[src/rtl/pipelined_cla_subtractor.sv]
// Pipelined unsigned subtractor: A - B computed as A + ~B + 1 with one
// carry-lookahead slice per register stage, returning {borrow, diff}.
module pipelined_cla_subtractor #(
  parameter int WIDTH   = 16,
  parameter int STAGE_W = 4
) (
  input  logic             i_clk,
  input  logic             i_rst_n,
  input  logic             i_valid,
  output logic             o_ready,
  input  logic [WIDTH-1:0] i_sub1,
  input  logic [WIDTH-1:0] i_sub2,
  output logic             o_valid,
  input  logic             i_ready,
  output logic [WIDTH:0]   o_result,
  output logic             o_borrow
);

  localparam int NSTG = (STAGE_W > 0) ? (WIDTH / STAGE_W) : 1;

  if (STAGE_W < 1 || (WIDTH % STAGE_W) != 0) begin : g_bad_params
    $error("pipelined_cla_subtractor: WIDTH must be a positive multiple of STAGE_W");
  end

  // Handshake: an operand pair transfers on a rising edge where i_valid & o_ready;
  // a result transfers where o_valid & i_ready. The whole pipe advances together
  // when the output register is empty or being drained (adv = !o_valid | i_ready),
  // so o_ready never depends on i_valid.

  // Flattened lookahead: every carry is a sum of G/P product terms back to cin.
  // Returns {carry_out, sum}.
  function automatic logic [STAGE_W:0] cla_slice(
    input logic [STAGE_W-1:0] a,
    input logic [STAGE_W-1:0] b_inv,
    input logic               cin
  );
    logic [STAGE_W-1:0] g;
    logic [STAGE_W-1:0] p;
    logic [STAGE_W-1:0] sum;
    logic [STAGE_W:0]   c;
    logic               prop;
    g    = a & b_inv;
    p    = a | b_inv;
    c    = '0;
    c[0] = cin;
    for (int i = 0; i < STAGE_W; i++) begin
      c[i+1] = g[i];
      prop   = p[i];
      for (int j = i - 1; j >= 0; j--) begin
        c[i+1] = c[i+1] | (prop & g[j]);
        prop   = prop & p[j];
      end
      c[i+1] = c[i+1] | (prop & cin);
    end
    sum = a ^ b_inv ^ c[STAGE_W-1:0];
    return {c[STAGE_W], sum};
  endfunction

  logic             adv;
  logic             vld_q  [NSTG];
  logic             vld_d  [NSTG];
  logic [WIDTH-1:0] a_q    [NSTG];
  logic [WIDTH-1:0] a_d    [NSTG];
  logic [WIDTH-1:0] b_q    [NSTG];
  logic [WIDTH-1:0] b_d    [NSTG];
  logic [WIDTH-1:0] diff_q [NSTG];
  logic [WIDTH-1:0] diff_d [NSTG];
  // Carry is kept inverted (as a borrow) so the all-zero reset state reads as result 0.
  logic             bor_q  [NSTG];
  logic             bor_d  [NSTG];
  logic [STAGE_W:0] slice_res [NSTG];

  assign adv     = !o_valid | i_ready;
  assign o_ready = adv;

  always_comb begin
    slice_res[0] = cla_slice(i_sub1[STAGE_W-1:0], ~i_sub2[STAGE_W-1:0], 1'b1);
    for (int k = 1; k < NSTG; k++) begin
      slice_res[k] = cla_slice(a_q[k-1][k*STAGE_W +: STAGE_W],
                               ~b_q[k-1][k*STAGE_W +: STAGE_W],
                               ~bor_q[k-1]);
    end
  end

  always_comb begin
    for (int k = 0; k < NSTG; k++) begin
      vld_d[k]  = vld_q[k];
      a_d[k]    = a_q[k];
      b_d[k]    = b_q[k];
      diff_d[k] = diff_q[k];
      bor_d[k]  = bor_q[k];
    end
    if (adv) begin
      vld_d[0]                    = i_valid;
      a_d[0]                      = i_sub1;
      b_d[0]                      = i_sub2;
      diff_d[0]                   = '0;
      diff_d[0][STAGE_W-1:0]      = slice_res[0][STAGE_W-1:0];
      bor_d[0]                    = ~slice_res[0][STAGE_W];
      for (int k = 1; k < NSTG; k++) begin
        vld_d[k]                      = vld_q[k-1];
        a_d[k]                        = a_q[k-1];
        b_d[k]                        = b_q[k-1];
        diff_d[k]                     = diff_q[k-1];
        diff_d[k][k*STAGE_W +: STAGE_W] = slice_res[k][STAGE_W-1:0];
        bor_d[k]                      = ~slice_res[k][STAGE_W];
      end
    end
  end

  always_ff @(posedge i_clk or negedge i_rst_n) begin
    if (!i_rst_n) begin
      for (int k = 0; k < NSTG; k++) begin
        vld_q[k]  <= 1'b0;
        a_q[k]    <= '0;
        b_q[k]    <= '0;
        diff_q[k] <= '0;
        bor_q[k]  <= 1'b0;
      end
    end else begin
      for (int k = 0; k < NSTG; k++) begin
        vld_q[k]  <= vld_d[k];
        a_q[k]    <= a_d[k];
        b_q[k]    <= b_d[k];
        diff_q[k] <= diff_d[k];
        bor_q[k]  <= bor_d[k];
      end
    end
  end

  assign o_valid  = vld_q[NSTG-1];
  assign o_result = {bor_q[NSTG-1], diff_q[NSTG-1]};
  assign o_borrow = bor_q[NSTG-1];

endmodule

[config.mk]
export PLATFORM = sky130hd
export DESIGN_NAME = pipelined_cla_subtractor
export DESIGN_NICKNAME = d
export VERILOG_FILES = /design/src/rtl/pipelined_cla_subtractor.sv
export SDC_FILE = /design/constraint.sdc
export NUM_CORES = 1
export LEC_CHECK = 0
export ABC_AREA = 1
export CORE_UTILIZATION = 54
export DETAILED_ROUTE_END_ITERATION = 7
export PLACE_DENSITY_LB_ADDON = 0.05
export SYNTH_ARGS = -nofsm -noshare
export SYNTH_HDL_FRONTEND = slang
export SYNTH_SLANG_ARGS = --single-unit
[constraint.sdc]
create_clock -name i_clk -period 1.55 [get_ports i_clk]
set_input_delay 0.155 -clock i_clk [delete_from_list [all_inputs] [get_ports i_clk]]
set_output_delay 0.155 -clock i_clk [all_outputs]
set_load 0.05 [all_outputs]
==> run summary, run 1 <==
Post-Synthesis Cells - 549
Detailed Place HPWL - 5530 um
Synthesized cell area - 0.00471 sq mm
Routed WL - 8010 um
Sw frac - 43.3%
Area after DPL - 0.00521 sq mm
Routability Congestion - 0.762
Critical path launch point type - flop
Critical path arrival - 1.31 ns
Syn avg cell area - 8.58 sq um
Max Cap Violations - 0
Slew Viols, Final - 0
TritonCTS clock tree - done
Most frequent cells in the layout - 208 x nand2_1, 96 x dfrtp_1, 73 x inv_1, 53 x o21ai_0, 36 x ha_1
Critical Path RT - 1.39 ns
Port bufs - 55
Max VDD drop - 0.784 mV
Worst-Skew Late Latency - 0.36 ns
FF-to-FF Start - a_q[28]
Power, Total - 0.0104 W
Fmax - 0.685 GHz
PwrDens - 1900 mW/mm^2
DIE AREA - 0.00910 sq mm
Leak Pwr - 2.91 nW
Clock power frac - 14.5%
Min Tclk post-route - 1.46 ns
Post-synthesis xor/xnor area fraction - 0.744%
Setup Skew - 0.0138 ns
Die Wd - 95.4 um
CTS Buffer Depth - 2
# rows - 33
Register bit count reported by yosys - 96
Final period util - 94.2%
Post-synthesis compound-gate area fraction - 5.63%
Core Area - 0.00834 sq mm
Crit. Startpoint - o_valid
Area delta synth->final - 15.8%
Post-route setup TNS - 0 ns
Final Setup Violations - 0
Ant. Diodes - 0
CTS buffer count - 9
Multi-input logic area - 0.00178 sq mm
Clock Sinks - 96
Fillcell total - 745
Syn_nets - 624
Nature of the critical path endpoint - output port
Initial antenna violation count - 0
Post-synth cell types - 17
Register area - 0.00240 sq mm
Seq pwr share - 40.6%
Share of layout cells above drive strength 1 - 8.40%
Simple-gate share of the synthesized area - 20.5%
Nets - 665
Max H-tree Level - 3
Grt ovf - 0
Starting Density - 56.5%
Least-Margin Pin Slew - 0.490 ns
Largest net degree at the start of global routing - 69
Max_slew headroom - 67.4%
Status - completed
First-pass GRT wire length - 13700 um
Multiplexer share of the synthesized area - 0%
Initial DRC count - 165
Total global routing track utilization - 19.3%
Ports - 56
Unrepaired setup endpoints after global routing - false
Final setup margin - 0.0893 ns
Clk Tree Root Cell - clkbuf_8
Commonest non-fill, non-tap cell in the layout - nand2_1
Design area - 0.00545 sq mm
WS Path Type - reg2out
Comb pwr share - 44.9%
Via count - 3381
ANT nets after route - 0
Pre-CTS setup slack - 0.0264 ns
Cell internal pwr - 0.00587 W
Psw - 0.00448 W
Post-Synth Adder-Cell Area - 10.8%
Vias in the first global route - 3177
Drt pass-1 iters - 5
Wire length per cell - 11.4 um
Main combinational cell family by area after synthesis - simple AND/OR/NAND/NOR gates
Vias per std cell - 4.83
Die Y - 95.4 um
Sequential-to-total area share from yosys stat - 51.0%
Worst-path clk slew - 0.10 ns
Hold Fails Final Rpt - 0
Hold Path Class - in2async
Drc violations - 0
Worst Path Max Fanout - 10
YS warnings - 0
[metal layers]
metal	global-route usage, %	vias to the layer above	part of all wire [%]
li1	-	1730	-
met1	24.4	1586	47
met2	33.4	54	49
met3	3.35	11	2.7
met4	6.84	0	1.3
met5	0	-	0
[per-stage QoR]
stage          util [%]  instances  hold WS (ns)
6_report           65.4        700         0.288
5_1_grt            65.4        700         0.323
4_1_cts            64.8        697         0.303
3_5_place_dp       62.5        680         0.155
3_3_place_gp       62.5        680         0.151
2_1_floorplan         -        549        -0.141
[kinds of logic (layout without fill, tap and decap cells)]
kind of cell    Yosys count  in the layout
fa+ha+maj                39             39
compound gates           53             53
simple gates            245            245
buf+inv                 112            158
flops                    96             96
xor+xnor                  4              4
[state kept, by name, indices dropped and copies added, names as in the netlist]
register,flops
bor_q,3
o_borrow,1
a_q,24
diff_q,24
vld_q,3
b_q,24
o_result,16
o_valid,1
[path summary, 6_finish.rpt]
check,cells past startpoint,slack [ns],to
setup / recovery,5,0.09,o_ready
hold / removal,2,0.29,a_q[61]
setup reg to reg,4,0.23,o_result[13]
hold reg to reg,2,0.46,o_valid
max in group asynchronous,3,0.73,o_result[6]
min in group i_clk,3,0.32,a_q[60]
[power groups by stage]
stage | combinational, W | sequential [W] | clock (W)
2_1_floorplan | 0.00371 | 0.00416 | 0
3_3_place_gp | 0.00446 | 0.00421 | 0
3_5_place_dp | 0.00459 | 0.00426 | 0
4_1_cts | 0.00462 | 0.00421 | 0.00155
5_1_grt | 0.00532 | 0.00434 | 0.00165
6_report | 0.00465 | 0.00420 | 0.00150
[cells in the mapped netlist (all sizes together)]
cell / number / area (sq um)
clkbuf: 4 / 15.0
dfrtp: 96 / 2400
xor2: 4 / 35.0
o21ai: 53 / 265
buf: 33 / 236
nand3b: 1 / 7.51
ha: 36 / 450
nand4: 3 / 18.8
inv: 75 / 282
nor2: 12 / 52.6
nand3: 21 / 105
fa: 3 / 60.1
nand2: 208 / 781
[repair_timing]
| item | in CTS | in global routing |
|---|---|---|
| cloned | 0 | 1 |
| endpoints found under the setup margin | 1 | 1 |
| gates resized for setup | 1 | 4 |
| pin swaps | 0 | 1 |
| hold buffers | 1 | 0 |
| endpoints found under the hold margin | 33 | 0 |
| setup buffers | 0 | 2 |
[cell type report]
type                            instances  share of cell area (%)
Clock buffer                           10                    2.34
Clock inverter                          6                   0.918
Inverter                               75                    5.21
Multi-Input combinational cell        341                    32.6
Sequential cell                        96                    44.0
Tap cell                              105                    2.41
Timing Repair Buffer                   67                    12.5
[worst max-delay path, stage by stage, from the launching register on]
cell,delay (ns)
dfrtp_1,0.37
inv_2,0.05
nor2_4,0.17
inv_4,0.07
buf_12,0.14
buf_12,0.14
(Power assumes the default switching activity.)
==> run 2, diff against run 1 <==
- GPL_TIMING_DRIVEN: default -> 0
- clock period: 1.55 -> 1.7 ns (I/O delays scaled with it)
==> run 2 against run 1 <==
Largest cell class unchanged. Register-to-register slack improved by 0.08 ns. Clock power rose by 11%. Sequential cell count did not move. Worst setup slack improved by 0.043 ns. Sequential share of layout area fell by 1.3 points.
==> run summary, run 2 (synthesis results as in run 1) <==
DIE AREA - 0.00910 sq mm (unchanged)
Grt ovf - 0 (unchanged)
Drc violations - 0 (unchanged)
Seq pwr share - 38.0% (-2.6 points)
# rows - 33 (unchanged)
Share of layout cells above drive strength 1 - 8.37% (-0.030 points)
Initial DRC count - 133 (-19%)
Initial antenna violation count - 0 (unchanged)
Port bufs - 55 (unchanged)
Unrepaired setup endpoints after global routing - false
CTS Buffer Depth - 2 (unchanged)
Final Setup Violations - 0 (unchanged)
Status - completed
Largest regs - a_q (24), b_q (24), diff_q (24)
Register area - 0.00240 sq mm (unchanged)
Detailed Place HPWL - 6900 um (+25%)
Final Instance Count excl. Fillers - 726 (+3.7%)
Wire length per cell - 13.4 um (+18%)
PwrDens - 1790 mW/mm^2 (-5.6%)
Core Area - 0.00834 sq mm (unchanged)
ANT nets after route - 0 (unchanged)
Fmax - 0.638 GHz
Critical path arrival - 1.40 ns (+0.09 ns)
Clock Sinks - 96 (unchanged)
Clock power frac - 16.6% (+2.1 points)
Setup Skew - 0.0123 ns (-0.00154 ns)
Placed insts - 710 (+4.4%)
Sw frac - 42.9% (-0.45 points)
Ant. Diodes - 0 (unchanged)
Worst Path Max Fanout - 19 (+9)
Die Y - 95.4 um (unchanged)
Comb pwr share - 45.5% (+0.6 points)
Largest net degree at the start of global routing - 51 (-26%)
CTS buffer count - 9 (unchanged)
TritonCTS clock tree - done
Total global routing track utilization - 24.7% (+5.4 points)
Hold Path Class - in2reg
Slew Viols, Final - 0 (unchanged)
Nature of the critical path endpoint - output port
Final period util - 92.2%
Leak Pwr - 3.04 nW (+4.4%)
Max_slew headroom - 55.7% (-12 points)
Vias per std cell - 4.92 (+1.8%)
Die Wd - 95.4 um (unchanged)
Critical path launch point type - flop
Cell internal pwr - 0.00576 W (-1.9%)
Clk Tree Root Cell - clkbuf_8
Core Util, Final - 67.4% (+2.0 points)
Drt pass-1 iters - 4 (-1)
Critical Path RT - 1.53 ns (+0.14 ns)
Fin Hold WS - 0.314 ns (+0.0256 ns)
Worst-Skew Late Latency - 0.38 ns (+0.02 ns)
Hold Fails Final Rpt - 0 (unchanged)
Postcts setup bufs - 0 (unchanged)
Routability Congestion - 0.812 (+6.5%)
Nets - 691 (+3.9%)
Multi-input logic area - 0.00178 sq mm (unchanged)
First-pass GRT wire length - 16700 um (+22%)
Starting Density - 56.5% (unchanged)
Pre-CTS setup slack - -0.465 ns (-0.492 ns)
Least-Margin Pin Slew - 0.664 ns (+0.175 ns)
Max VDD drop - 0.733 mV (-6.5%)
Routed WL - 9760 um (+22%)
Commonest non-fill, non-tap cell in the layout - nand2_1
Ports - 56 (unchanged)
Vias in the first global route - 3402 (+7.1%)
WS Path Type - reg2out
Via count - 3569 (+5.6%)
Area delta synth->final - 19.4%
Fillcell total - 717 (-3.8%)
Worst-path clk slew - 0.10 ns (about the same)
Psw - 0.00432 W (-3.7%)
Max Cap Violations - 0 (unchanged)
Final setup margin - 0.132 ns (+0.0430 ns)
Power, Total - 0.0101 W (-2.7%)
Max H-tree Level - 3 (unchanged)
Most frequent cells in the layout - 208 x nand2_1, 96 x dfrtp_1, 74 x inv_1, 53 x o21ai_0, 36 x ha_1
Min Tclk post-route - 1.57 ns
[run 2: per-layer routing]
| metal | up-vias | track usage, % | part of all wire [%] |
|---|---|---|---|
| li1 | 1781 | - | - |
| met1 | 1704 | 33.8 | 45 |
| met2 | 74 | 40.8 | 49 |
| met3 | 10 | 3.67 | 5.0 |
| met4 | 0 | 7.71 | 1.1 |
| met5 | - | 0 | 0 |
[run 2: timing repair]
action	CTS	global route
setup endpoints to repair	19	2
hold buffers	1	0
hold endpoints to repair	49	0
gates resized for setup	26	2
[run 2: area by class of cell]
cell class,count,share of cell area (%)
Clock buffer,10,2.27
Timing Repair Buffer,57,10.1
Inverter,75,5.01
Clock inverter,6,1.60
Sequential cell,96,42.7
Buffer,36,4.34
Multi-Input combinational cell,341,31.6
Tap cell,105,2.34
[run 2: power by group through the flow]
stage          Sequential (W)  Combinational (W)  Clock [W]
2_1_floorplan         0.00380            0.00338          0
3_3_place_gp          0.00384            0.00461          0
3_5_place_dp          0.00387            0.00475          0
4_1_cts               0.00383            0.00464    0.00168
5_1_grt               0.00394            0.00521    0.00179
6_report              0.00382            0.00458    0.00167
[run 2: final timing paths]
check | from | end | slack [ns] | depth (start not counted)
max in group asynchronous | i_rst_n | diff_q[24] | 0.68 | 3
hold / removal | i_sub1[13] | a_q[61] | 0.31 | 3
setup reg to reg | a_q[41] | bor_q[1] | 0.31 | 10
setup / recovery | o_valid | o_ready | 0.13 | 5
min in group asynchronous | i_rst_n | a_q[60] | 0.37 | 2
hold reg to reg | vld_q[1] | o_valid | 0.47 | 2
[run 2: stage by stage]
step / setup TNS, ns / instance area [sq um]
floorplan: 0 / 4710
global route: 0 / 5620
finish: 0 / 5620
CTS: 0 / 5630
global placement: -296.89 / 5390
detailed placement: -0.465 / 5420
[run 2: worst max-delay path: stages (launching register included)]
cell and delay, ns:
dfrtp_1 0.39, inv_1 0.09, nor2_4 0.05, inv_2 0.10, buf_6 0.21, buf_8 0.17
